===== src/rtl/serial_word_receiver_if.sv =====
// Serial-receiver bundle: the 1-bit input stream with its framing controls,
// plus the word-side valid/ready handshake and status flags.
//   master : stream producer / word consumer (drives bits, out_ready, clr_overrun)
//   slave  : the receiver (drives out_data, out_valid, busy, overrun)
interface serial_word_receiver_if #(
  parameter int unsigned WIDTH = 4
);
  logic             bit_in;
  logic             bit_valid;
  logic             sof;
  logic             msb_first;
  logic [WIDTH-1:0] out_data;
  logic             out_valid;
  logic             out_ready;
  logic             busy;
  logic             overrun;
  logic             clr_overrun;

  modport master (
    output bit_in, bit_valid, sof, msb_first, out_ready, clr_overrun,
    input  out_data, out_valid, busy, overrun
  );

  modport slave (
    input  bit_in, bit_valid, sof, msb_first, out_ready, clr_overrun,
    output out_data, out_valid, busy, overrun
  );
endinterface


===== src/rtl/serial_word_receiver.sv =====
// Serial-to-parallel word receiver.
// Reassembles WIDTH-bit words from a 1-bit stream (LSB- or MSB-first, chosen
// on bit 0 of each word), resyncs on sof, and hands completed words to a
// one-entry holding register with a valid/ready handshake. A sticky overrun
// flag records words dropped because the holding register was still full.
// Ports:
//   clk  : system clock, rising edge
//   rst  : asynchronous active-high reset
//   bus  : serial_word_receiver_if.slave
//          in : bit_in, bit_valid, sof, msb_first, out_ready, clr_overrun
//          out: out_data[WIDTH-1:0], out_valid, busy, overrun
module serial_word_receiver #(
  parameter int unsigned WIDTH = 4
) (
  input  logic                  clk,
  input  logic                  rst,
  serial_word_receiver_if.slave bus
);
  localparam int unsigned CW = $clog2(WIDTH);

  typedef enum logic {
    IDLE  = 1'b0,
    SHIFT = 1'b1
  } state_t;

  state_t           state;
  logic [CW-1:0]    count;
  logic [WIDTH-1:0] sr;
  logic             order_q;
  logic [WIDTH-1:0] out_data_q;
  logic             out_valid_q;
  logic             busy_q;
  logic             overrun_q;

  logic             start;
  logic             order_nxt;
  logic [WIDTH-1:0] sr_base;
  logic [WIDTH-1:0] sr_nxt;
  logic             complete;
  logic             hold_free;

  // A new word starts on any accepted bit while idle or flagged by sof; the
  // shift base is cleared so a discarded partial word cannot leak into it.
  // Because WIDTH >= 2, a starting bit can never also be the completing bit,
  // which is what makes sof on a would-be last bit restart instead of finish.
  always_comb begin
    start     = (state == IDLE) || bus.sof;
    order_nxt = start ? bus.msb_first : order_q;
    sr_base   = start ? '0 : sr;
    sr_nxt    = order_nxt ? {sr_base[WIDTH-2:0], bus.bit_in}
                          : {bus.bit_in, sr_base[WIDTH-1:1]};
    complete  = bus.bit_valid && !start && (count == CW'(WIDTH - 1));
    hold_free = !out_valid_q || bus.out_ready;
  end

  always_ff @(posedge clk or posedge rst) begin
    if (rst) begin
      state       <= IDLE;
      count       <= '0;
      sr          <= '0;
      order_q     <= 1'b0;
      out_data_q  <= '0;
      out_valid_q <= 1'b0;
      busy_q      <= 1'b0;
      overrun_q   <= 1'b0;
    end else begin
      if (bus.bit_valid) begin
        order_q <= order_nxt;
        sr      <= sr_nxt;
        if (complete) begin
          state  <= IDLE;
          count  <= '0;
          busy_q <= 1'b0;
        end else begin
          state  <= SHIFT;
          count  <= start ? CW'(1) : count + CW'(1);
          busy_q <= 1'b1;
        end
      end

      if (complete && hold_free) begin
        out_data_q  <= sr_nxt;
        out_valid_q <= 1'b1;
      end else if (out_valid_q && bus.out_ready) begin
        out_valid_q <= 1'b0;
      end

      // A drop in the same cycle as a clear leaves the flag set.
      if (complete && !hold_free) begin
        overrun_q <= 1'b1;
      end else if (bus.clr_overrun) begin
        overrun_q <= 1'b0;
      end
    end
  end

  assign bus.out_data  = out_data_q;
  assign bus.out_valid = out_valid_q;
  assign bus.busy      = busy_q;
  assign bus.overrun   = overrun_q;
endmodule


===== src/flat_wrapper.sv =====
// flat-port wrapper written by rule: the top's interface ports become plain ports
module serial_word_receiver_flat 
#(
  parameter int unsigned WIDTH = 4
)
  (clk, rst, bus_bit_in, bus_bit_valid, bus_sof, bus_msb_first, bus_out_ready, bus_clr_overrun, bus_out_data, bus_out_valid, bus_busy, bus_overrun);
  serial_word_receiver_if #(.WIDTH(WIDTH)) bus_i ();
  input  logic clk;
  input  logic rst;
  input wire logic [$bits(bus_i.bit_in)-1:0] bus_bit_in;
  input wire logic [$bits(bus_i.bit_valid)-1:0] bus_bit_valid;
  input wire logic [$bits(bus_i.sof)-1:0] bus_sof;
  input wire logic [$bits(bus_i.msb_first)-1:0] bus_msb_first;
  input wire logic [$bits(bus_i.out_ready)-1:0] bus_out_ready;
  input wire logic [$bits(bus_i.clr_overrun)-1:0] bus_clr_overrun;
  output wire logic [$bits(bus_i.out_data)-1:0] bus_out_data;
  output wire logic [$bits(bus_i.out_valid)-1:0] bus_out_valid;
  output wire logic [$bits(bus_i.busy)-1:0] bus_busy;
  output wire logic [$bits(bus_i.overrun)-1:0] bus_overrun;
  assign bus_i.bit_in = bus_bit_in;
  assign bus_i.bit_valid = bus_bit_valid;
  assign bus_i.sof = bus_sof;
  assign bus_i.msb_first = bus_msb_first;
  assign bus_i.out_ready = bus_out_ready;
  assign bus_i.clr_overrun = bus_clr_overrun;
  assign bus_out_data = bus_i.out_data;
  assign bus_out_valid = bus_i.out_valid;
  assign bus_busy = bus_i.busy;
  assign bus_overrun = bus_i.overrun;
  serial_word_receiver #(.WIDTH(WIDTH)) u_core (.clk(clk), .rst(rst), .bus(bus_i));
endmodule

===== config.mk =====
export PLATFORM = sky130hd
export DESIGN_NAME = serial_word_receiver_flat
export DESIGN_NICKNAME = d
export VERILOG_FILES = /design/src/rtl/serial_word_receiver_if.sv /design/src/rtl/serial_word_receiver.sv /design/src/flat_wrapper.sv
export SDC_FILE = /design/constraint.sdc
export NUM_CORES = 1
export LEC_CHECK = 0
export BUFFER_PORTS_ARGS = -buffer_cell sky130_fd_sc_hd__buf_2
export CORE_MARGIN = 2
export CORE_UTILIZATION = 35
export CTS_BUF_LIST = sky130_fd_sc_hd__clkbuf_4
export CTS_CLUSTER_DIAMETER = 120
export CTS_CLUSTER_SIZE = 25
export DETAILED_ROUTE_END_ITERATION = 10
export GPL_TIMING_DRIVEN = 0
export PLACE_DENSITY = 0.64
export SLEW_MARGIN = 20
export SYNTH_ARGS = -nofsm -noshare
export SYNTH_HDL_FRONTEND = slang
export SYNTH_SLANG_ARGS = --single-unit
export TNS_END_PERCENT = 100

===== constraint.sdc =====
create_clock -name clk -period 2.9 [get_ports clk]
set_input_delay 0.87 -clock clk [delete_from_list [all_inputs] [get_ports clk]]
set_output_delay 0.87 -clock clk [all_outputs]
set_load 0.01 [all_outputs]

==> results.cfg <==
[cts]
cts_root_buffer = clkbuf_4
tritoncts = yes
clk_transition_reported_paths_ns = 0.08
cts_setup_buffers = 0
cts_resized = 0
clockBufferDepth = 2
insertion_delay_ns = 0.27
numClockSinks = 14
cts_hold_buffers = 0
htreeDepth = 1
cts_buffers = 3

[timing]
rsz0062_at_grt = no
period_share_pct = 59.8
worst_pin_slew_ns = 0.534
setup_violations = 0
finClkSkew_ns = 0.00334
final-hold-violation-count = 0
worst_slew_margin_rel_pct = 64.4
slew_violations = 0
finalCriticalPeriod_ns = 1.74
fin_ws_ns = 1.16
fmax_mhz = 576
fin_tns_setup_ns = 0

[logic_synthesis]
synthDistinctLibCells = 25
postSynthAreaPerCell_um2 = 11.1
synth_area_um2 = 664
syn-num-nets = 69
ys_ff_latch = 14
yosysSeqAreaShare_pct = 52.7
netlist_instances = 60
yosysWarnings = 0

[detailed_routing]
dr.pass1.iters = 4
via_count = 503
via_per_inst = 4.88
drt_wl_total_um = 1210
drt-initial-drc-count = 4
wl_per_cell_um = 11.7
drc = 0
ant_nets = 0

[run_status]
outcome = completed

[worst_setup_path]
r2r_start = u_core.count[0]
rr_endpoint = u_core.bus.out_data[2]
crit_fanout = 6
reg2reg_slack_ns = 1.44
worstSetupPathType = register to output pin
arrival_ns = 0.87
critPathBufInv = 1
path_cells = buf_2
cpPeakStageDelay_ns = 0.43
critPathTopFamily = flip-flops
crit_slowest_cell = dfrtp_1
cp-start-kind = register
critPathCaptureType = output pin
rr_worst_depth = 4
required_ns = 2.03

[place]
io_buffer_count = 14
finalWeightedCongestion = 0.745
hpwl_um = 923
dp_slack_ns = 0.975

[die]
die_w_um = 47.6
ioPinCount = 15
rows = 15
fp.dieH_um = 47.6
start_util_pct = 37.7
dieArea_um2 = 2260
core_um2 = 1760

[power]
irDropWorstVdd_mv = 0.254
p_leak_nw = 0.381
p_per_area_nw_per_um2 = 681

[grt]
grt_pass1_wl_um = 1970
grt_max_degree = 15
first_global_vias = 473
grt_use_total_pct = 12.8
antenna_found_initial = 0
gr-total-overflow = 0

[cells_and_area]
n_fill_cell = 186
drive_above_1_share_pct = 33.3
area_growth_pct = 19.2
fin_nets = 88
layout_common_cells = 16 x buf_2, 14 x dfrtp_1, 6 x nor2_1, 5 x inv_1, 4 x a31oi_1
n_antenna_cell = 0
final_common_cell = buf_2

[worst_hold_path]
hold_path_depth = 1
min_to = u_core.bus.out_data[2]
worst_hold_path_type = register to register
min-delay-start = u_core.bus.out_data[2]

[job]
cap_violations = 0
==> synthesized netlist by cell type, drive strengths merged <==
cell type	number	area share, %
and2	1	1.3
nor2	6	3.4
a21oi	2	1.5
a31oi	4	3.8
nand3	2	1.5
o22ai	1	0.94
nand4b	1	1.3
nand2b	2	2.3
nand3b	2	2.3
and4b	1	2.1
ha	1	1.9
o21a	1	1.1
o22a	1	1.3
nand2	3	1.7
mux2i	2	3.0
buf	2	1.5
inv	5	2.8
nor2b	1	0.94
mux2	5	9.6
o211ai	2	2.3
o21ai	1	0.75
dfrtp	14	53
==> per-stage QoR <==
| step | utilization, % | total power [mW] | hold WS (ns) | instance area (µm²) | cells |
|---|---|---|---|---|---|
| global route | 44.9 | 0.575 | 0.535 | 792 | 103 |
| CTS | 44.9 | 0.544 | 0.526 | 792 | 103 |
| floorplan | - | 0.378 | 0.479 | 664 | 60 |
| global placement | 43.4 | 0.429 | 0.496 | 766 | 99 |
| finish | 44.9 | 0.539 | 0.521 | 792 | 103 |
| detailed placement | 43.4 | 0.433 | 0.502 | 766 | 99 |
==> report_power, final <==
part           internal [mW]  leakage, nW  switching (mW)
Sequential             0.243        0.173          0.0333
Clock                 0.0497       0.0154          0.0603
Combinational         0.0804        0.193          0.0730
==> per-layer routing <==
| metal | vias to the layer above | global-route usage (%) | routed length, µm |
|---|---|---|---|
| met5 | - | 0 | 0 |
| met2 | 16 | 20.0 | 546 |
| met3 | 2 | 2.26 | 86 |
| met4 | 0 | 8.11 | 25 |
| li1 | 250 | - | - |
| met1 | 235 | 16.3 | 548 |
==> logic make-up (layout without fill, tap and decap cells) <==
| logic type | after synthesis | in the layout | share of synthesized area (%) |
|---|---|---|---|
| mux | 7 | 7 | 12.6 |
| simple gates | 19 | 19 | 16.8 |
| fa+ha+maj | 1 | 1 | 1.88 |
| buf+inv | 7 | 25 | 4.33 |
| compound gates | 12 | 12 | 11.7 |
| flops | 14 | 14 | 52.7 |
==> worst max path at each step <==
stage / start / end / slack, ns / cells after the start
floorplan: bus_sof / u_core.bus.out_data[1] / 1.14 / 3
global placement: bus_sof / u_core.bus.out_data[2] / 0.98 / 4
detailed placement: bus_sof / u_core.bus.out_data[2] / 0.98 / 4
CTS: u_core.bus.busy / bus_busy / 1.16 / 1
global route: u_core.bus.busy / bus_busy / 1.13 / 1
finish: u_core.bus.busy / bus_busy / 1.16 / 1
==> cell type report <==
cell class                      count  area [µm²]  share of cell area [%]
Tap cell                           25        31.3                    3.95
Inverter                            5        18.8                    2.37
Multi-Input combinational cell     39         285                    36.0
Clock buffer                        3        22.5                    2.84
Sequential cell                    14         350                    44.2
Timing Repair Buffer               14        70.1                    8.85
Clock inverter                      1        3.75                   0.474
Buffer                              2        10.0                    1.26
==> state kept, by name, summed over array words and instances (netlist names) <==
name / count
u_core.bus.overrun: 1
u_core.bus.out_valid: 1
u_core.bus.out_data: 4
u_core.count: 2
u_core.order_q: 1
u_core.bus.busy: 1
u_core.sr: 4
Note: power is estimated with default switching activity, not from simulation.
